$ cat src/rtl/jtag_master.sv
// Host-side JTAG initiator: shifts 1-32 bit TMS/TDI vectors out on a divided TCK
// and returns the TDO bits sampled at the end of each TCK high phase.
module jtag_master #(
  parameter int unsigned CLK_DIV = 4
) (
  input  logic        sys_clk,
  input  logic        sys_rst,
  input  logic        cmd_valid,
  output logic        cmd_ready,
  input  logic [4:0]  cmd_len,
  input  logic [31:0] cmd_tms,
  input  logic [31:0] cmd_tdi,
  output logic        rsp_valid,
  input  logic        rsp_ready,
  output logic [31:0] rsp_tdo,
  output logic        busy,
  output logic        tck,
  output logic        tms,
  output logic        tdi,
  input  logic        tdo
);

  typedef enum logic [1:0] {S_IDLE, S_LOW, S_HIGH, S_RESP} state_t;

  localparam logic [7:0] HALF_LAST = 8'(CLK_DIV - 1);

  state_t      r_state, w_state_nxt;
  logic [7:0]  r_cnt, w_cnt_nxt;
  logic [4:0]  r_idx, w_idx_nxt;
  logic [4:0]  r_len, w_len_nxt;
  logic [31:0] r_tms_vec, w_tms_vec_nxt;
  logic [31:0] r_tdi_vec, w_tdi_vec_nxt;
  logic [31:0] r_rsp_tdo, w_rsp_tdo_nxt;
  logic        r_tck, w_tck_nxt;
  logic        r_tms, w_tms_nxt;
  logic        r_tdi, w_tdi_nxt;
  logic        r_cmd_ready, w_cmd_ready_nxt;
  logic        r_rsp_valid, w_rsp_valid_nxt;
  logic        r_busy;
  logic        r_tdo_s1, r_tdo_s2;
  logic        w_half_done;
  logic [4:0]  w_idx_inc;

  assign w_half_done = (r_cnt == HALF_LAST);
  assign w_idx_inc   = r_idx + 5'd1;

  always_comb begin
    // NOTE: every target gets its hold value first so no path through the case infers a latch.
    w_state_nxt     = r_state;
    w_cnt_nxt       = r_cnt;
    w_idx_nxt       = r_idx;
    w_len_nxt       = r_len;
    w_tms_vec_nxt   = r_tms_vec;
    w_tdi_vec_nxt   = r_tdi_vec;
    w_rsp_tdo_nxt   = r_rsp_tdo;
    w_tck_nxt       = r_tck;
    w_tms_nxt       = r_tms;
    w_tdi_nxt       = r_tdi;
    w_cmd_ready_nxt = r_cmd_ready;
    w_rsp_valid_nxt = r_rsp_valid;

    unique case (r_state)
      S_IDLE: begin
        if (cmd_valid && r_cmd_ready) begin
          w_len_nxt       = cmd_len;
          w_tms_vec_nxt   = cmd_tms;
          w_tdi_vec_nxt   = cmd_tdi;
          w_idx_nxt       = 5'd0;
          w_cnt_nxt       = 8'd0;
          w_rsp_tdo_nxt   = 32'd0;
          w_cmd_ready_nxt = 1'b0;
          w_tck_nxt       = 1'b0;
          w_tms_nxt       = cmd_tms[0];
          w_tdi_nxt       = cmd_tdi[0];
          w_state_nxt     = S_LOW;
        end
      end
      S_LOW: begin
        if (w_half_done) begin
          w_cnt_nxt   = 8'd0;
          w_tck_nxt   = 1'b1;
          w_state_nxt = S_HIGH;
        end else begin
          w_cnt_nxt = r_cnt + 8'd1;
        end
      end
      S_HIGH: begin
        if (w_half_done) begin
          // Target moves TDO only on falling TCK, so the end of the high phase is settled.
          w_rsp_tdo_nxt[r_idx] = r_tdo_s2;
          w_cnt_nxt            = 8'd0;
          w_tck_nxt            = 1'b0;
          if (r_idx == r_len) begin
            w_rsp_valid_nxt = 1'b1;
            w_state_nxt     = S_RESP;
          end else begin
            w_idx_nxt   = w_idx_inc;
            w_tms_nxt   = r_tms_vec[w_idx_inc];
            w_tdi_nxt   = r_tdi_vec[w_idx_inc];
            w_state_nxt = S_LOW;
          end
        end else begin
          w_cnt_nxt = r_cnt + 8'd1;
        end
      end
      S_RESP: begin
        if (rsp_ready) begin
          w_rsp_valid_nxt = 1'b0;
          w_cmd_ready_nxt = 1'b1;
          w_state_nxt     = S_IDLE;
        end
      end
    endcase
  end

  // NOTE: state is updated with non-blocking assignments so every flop samples pre-edge values.
  always_ff @(posedge sys_clk) begin
    if (sys_rst) begin
      r_state     <= S_IDLE;
      r_cnt       <= 8'd0;
      r_idx       <= 5'd0;
      r_len       <= 5'd0;
      r_tms_vec   <= 32'd0;
      r_tdi_vec   <= 32'd0;
      r_rsp_tdo   <= 32'd0;
      r_tck       <= 1'b0;
      r_tms       <= 1'b1;
      r_tdi       <= 1'b0;
      r_cmd_ready <= 1'b1;
      r_rsp_valid <= 1'b0;
      r_busy      <= 1'b0;
      r_tdo_s1    <= 1'b0;
      r_tdo_s2    <= 1'b0;
    end else begin
      r_state     <= w_state_nxt;
      r_cnt       <= w_cnt_nxt;
      r_idx       <= w_idx_nxt;
      r_len       <= w_len_nxt;
      r_tms_vec   <= w_tms_vec_nxt;
      r_tdi_vec   <= w_tdi_vec_nxt;
      r_rsp_tdo   <= w_rsp_tdo_nxt;
      r_tck       <= w_tck_nxt;
      r_tms       <= w_tms_nxt;
      r_tdi       <= w_tdi_nxt;
      r_cmd_ready <= w_cmd_ready_nxt;
      r_rsp_valid <= w_rsp_valid_nxt;
      r_busy      <= (w_state_nxt != S_IDLE);
      r_tdo_s1    <= tdo;
      r_tdo_s2    <= r_tdo_s1;
    end
  end

  assign cmd_ready = r_cmd_ready;
  assign rsp_valid = r_rsp_valid;
  assign rsp_tdo   = r_rsp_tdo;
  assign busy      = r_busy;
  assign tck       = r_tck;
  assign tms       = r_tms;
  assign tdi       = r_tdi;

endmodule

$ cat config.mk
export PLATFORM = sky130hd
export DESIGN_NAME = jtag_master
export DESIGN_NICKNAME = d
export VERILOG_FILES = /design/src/rtl/jtag_master.sv
export SDC_FILE = /design/constraint.sdc
export NUM_CORES = 1
export LEC_CHECK = 0
export BUFFER_PORTS_ARGS = -buffer_cell sky130_fd_sc_hd__buf_2
export CAP_MARGIN = 10
export CORE_AREA = 4 4 137 139
export CTS_BUF_LIST = sky130_fd_sc_hd__clkbuf_16
export DETAILED_ROUTE_END_ITERATION = 10
export DIE_AREA = 0 0 141 143
export GPL_ROUTABILITY_DRIVEN = 1
export GPL_TIMING_DRIVEN = 0
export PLACE_DENSITY = 0.59
export SETUP_SLACK_MARGIN = 0.2
export SYNTH_ARGS = -nofsm -noshare
export SYNTH_HDL_FRONTEND = slang
export SYNTH_SLANG_ARGS = --single-unit
$ cat constraint.sdc
create_clock -name sys_clk -period 3.2 [get_ports sys_clk]
set_input_delay 0.32 -clock sys_clk [delete_from_list [all_inputs] [get_ports sys_clk]]
set_output_delay 0.32 -clock sys_clk [all_outputs]
set_load 0.02 [all_outputs]
==> impl_metrics.csv <==
group,metric,value,unit
routing,initialDrtViolationCount,295,
logic_synthesis,yosysWarnings,0,
global_route,antenna_found_initial,1,
logic_synthesis,netlist_instances,729,
routing,vias,5416,
routing,wire_per_inst,15.4,um
floorplan,initial_core_util,33.2,%
clock_network,cts_max_path_buffers,2,
sta,relSlewSlack,38.7,%
global_route,grt_usage,17.0,%
logic_synthesis,synth_top_area_share,42.4,%
clock_network,htreeDepth,4,
sta,hold_ws,0.122,ns
worst_hold_path,hold_depth,2,
logic_synthesis,synth_area_per_cell,8.03,um2
logic_synthesis,synth_seq_cells,124,
logic_synthesis,syn_area,0.00586,mm2
pwr,p_leak,0.00290,uW
setup_path,start_kind,"flop",
layout,utilization,41.4,%
place,numPortBuffers,110,
floorplan,rows,49,
place,hpwl,12200,um
sta,slew_viol_final,0,
clock_network,cts_tree,"yes",
logic_synthesis,yosysMostFrequentCell,"nand2_1",
logic_synthesis,synth_edf_count,0,
clock_network,ctsHoldBuffers,0,
sta,finalCritPeriodShare,91.1,%
setup_path,cp-end-kind,"flop",
setup_path,critical_path_class,"reg -> reg",
worst_hold_path,worstHoldPathType,"in -> reg",
logic_synthesis,synthTopCellsByCount,"183 x nand2_1, 144 x a21oi_1, 124 x dfxtp_1",
floorplan,die_w,141,um
sta,worst_slew_pin_slew,0.918,ns
sta,fin_ws,0.284,ns
logic_synthesis,synth_fp_nets,812,
routing,finalWirelength,17000,um
pwr,vdd_drop_max,0.406,mV
sta,finalSetupViolCount,0,
setup_path,arrival,3.19,ns
floorplan,die_y,143,um
sta,fin_tns_setup,0,ns
clock_network,clk_latency,0.43,ns
sta,hold_violations,0,
flow_run,drv_cap,0,
clock_network,clkTransAtPathRegs,0.06,ns
clock_network,cts.sinks,124,
global_route,grt_max_degree,17,
layout,antenna_cells,0,
layout,final_nets,942,
logic_synthesis,async_reset_ff_share,0,%
clock_network,cts-root-buf,"clkbuf_16",
logic_synthesis,ys.flop_type,"dfxtp_1",
outcome,status,"complete, no violations",
sta,fin_crit,2.92,ns
global_route,grt_pass1_vias,5234,
setup_path,worst-path-max-fanout,10,
sta,fin_worst_skew,0.00870,ns
layout,fin_area,0.00731,mm2
setup_path,reg2reg_depth,9,
clock_network,cts_buffers,17,
place,gp_congestion,0.819,
floorplan,boundaryPins,112,
place,dpl-instance-area,0.00669,mm2
global_route,grt_overflow,0,
layout,drive_gt1_share,20.6,%
floorplan,core-area,0.0177,mm2
routing,first_pass_iters,5,
logic_synthesis,yosysTopAreaCell,"dfxtp_1",
place,post-place-ws,0.185,ns
logic_synthesis,ys_top_cells_by_area,"dfxtp_1 42%, a21oi_1 12%, nand2_1 12%, o21ai_0 3.4%, clkbuf_1 2.8%",
floorplan,die_area,0.0202,mm2
layout,syn_to_final_growth,24.7,%
routing,drc,0,
pwr,power.density,539,mW/mm2
logic_synthesis,synth-seq-area-share,42.4,%
routing,viasPerCell,4.92,
routing,postRouteAntennaNets,0,
sta,max_freq,343,MHz
sta,rsz0062_at_grt,"false",
logic_synthesis,synth_cell_types,57,
setup_path,cp.required,3.48,ns
global_route,grt_pass1_wl,27000,um
-- cell families after synthesis --
| group | Yosys count | share of synthesized area [%] |
|---|---|---|
| simple gates | 267 | 20.5 |
| compound gates | 209 | 19.2 |
| flops | 124 | 42.4 |
| buf+inv | 74 | 5.55 |
| mux | 31 | 7.71 |
| xor+xnor | 15 | 2.69 |
| fa+ha+maj | 9 | 1.92 |
-- registers in the layout, summed over array words and instances, names as in the netlist --
signal,count
r_tdi_vec,32
r_tms_vec,32
r_idx,5
r_len,5
r_tdo_s1,1
busy,1
r_state,2
rsp_valid,1
tdi,1
rsp_tdo,32
tms,1
tck,1
r_cnt,8
r_tdo_s2,1
cmd_ready,1
-- final cells by class --
class                      count  area, um2
fill                        1845      10400
multi-input combinational    531       3050
sequential                   124       2480
timing repair buffer         111        558
clock buffer                  17        425
tap                          229        287
buffer                        62        283
clock inverter                15        173
inverter                      12       48.8
-- repair_timing --
item | in CTS | in global routing
setup buffers | 1 | 0
endpoints found under the setup margin | 1 | 2
resized for setup | 1 | 1
gates cloned | 0 | 0
-- stage by stage --
stage / total power [uW] / std cells
floorplan: 1890 / 729
global placement: 2020 / 1068
detailed placement: 2020 / 1068
CTS: 3980 / 1101
global route: 4090 / 1101
finish: 3940 / 1101
-- per-layer routing --
layer | track usage (%) | part of all wire [%] | up-vias
met5 | 0 | 0.047 | -
met4 | 5.61 | 1.3 | 2
met3 | 4.22 | 5.0 | 21
met2 | 27.8 | 47 | 136
met1 | 22.2 | 47 | 2494
li1 | - | - | 2763
-- cell usage in the layout (no fill, tap or decap), types with 11 or more instances in the layout --
cell       synthesis  layout
clkbuf_16          0      17
o21ai_0           40      40
buf_2              9     118
mux2i_1           14      14
nand2_1          183     183
nor2_1            21      21
clkbuf_1          43      43
a21oi_1          144     144
nor3b_1           13      13
dfxtp_1          124     124
inv_1             11      11
-- power by group --
part           total [uW]  internal (uW)  switching (uW)
clock                1950           1220             729
combinational         343            127             215
sequential           1650           1610            36.1
total                3940           2960             981
-- final timing paths --
| kind | startpoint | end | slack (ns) |
|---|---|---|---|
| worst max register to register | r_idx[0] | tdi | 0.28 |
| worst min register to register | r_tdi_vec[12] | r_tdi_vec[12] | 0.45 |
| worst max-delay path | r_idx[0] | tdi | 0.28 |
| worst min-delay path | tdo | r_tdo_s1 | 0.12 |
-- worst max-delay path, cell delays in order (launching register included) --
cell	delay [ns]
dfxtp_1	0.35
buf_2	0.22
clkbuf_4	0.24
clkinvlp_4	0.12
ha_1	0.30
buf_6	0.13
mux4_1	0.57
mux4_2	0.51
a211oi_2	0.23
a211oi_1	0.09
(Power assumes the default switching activity.)
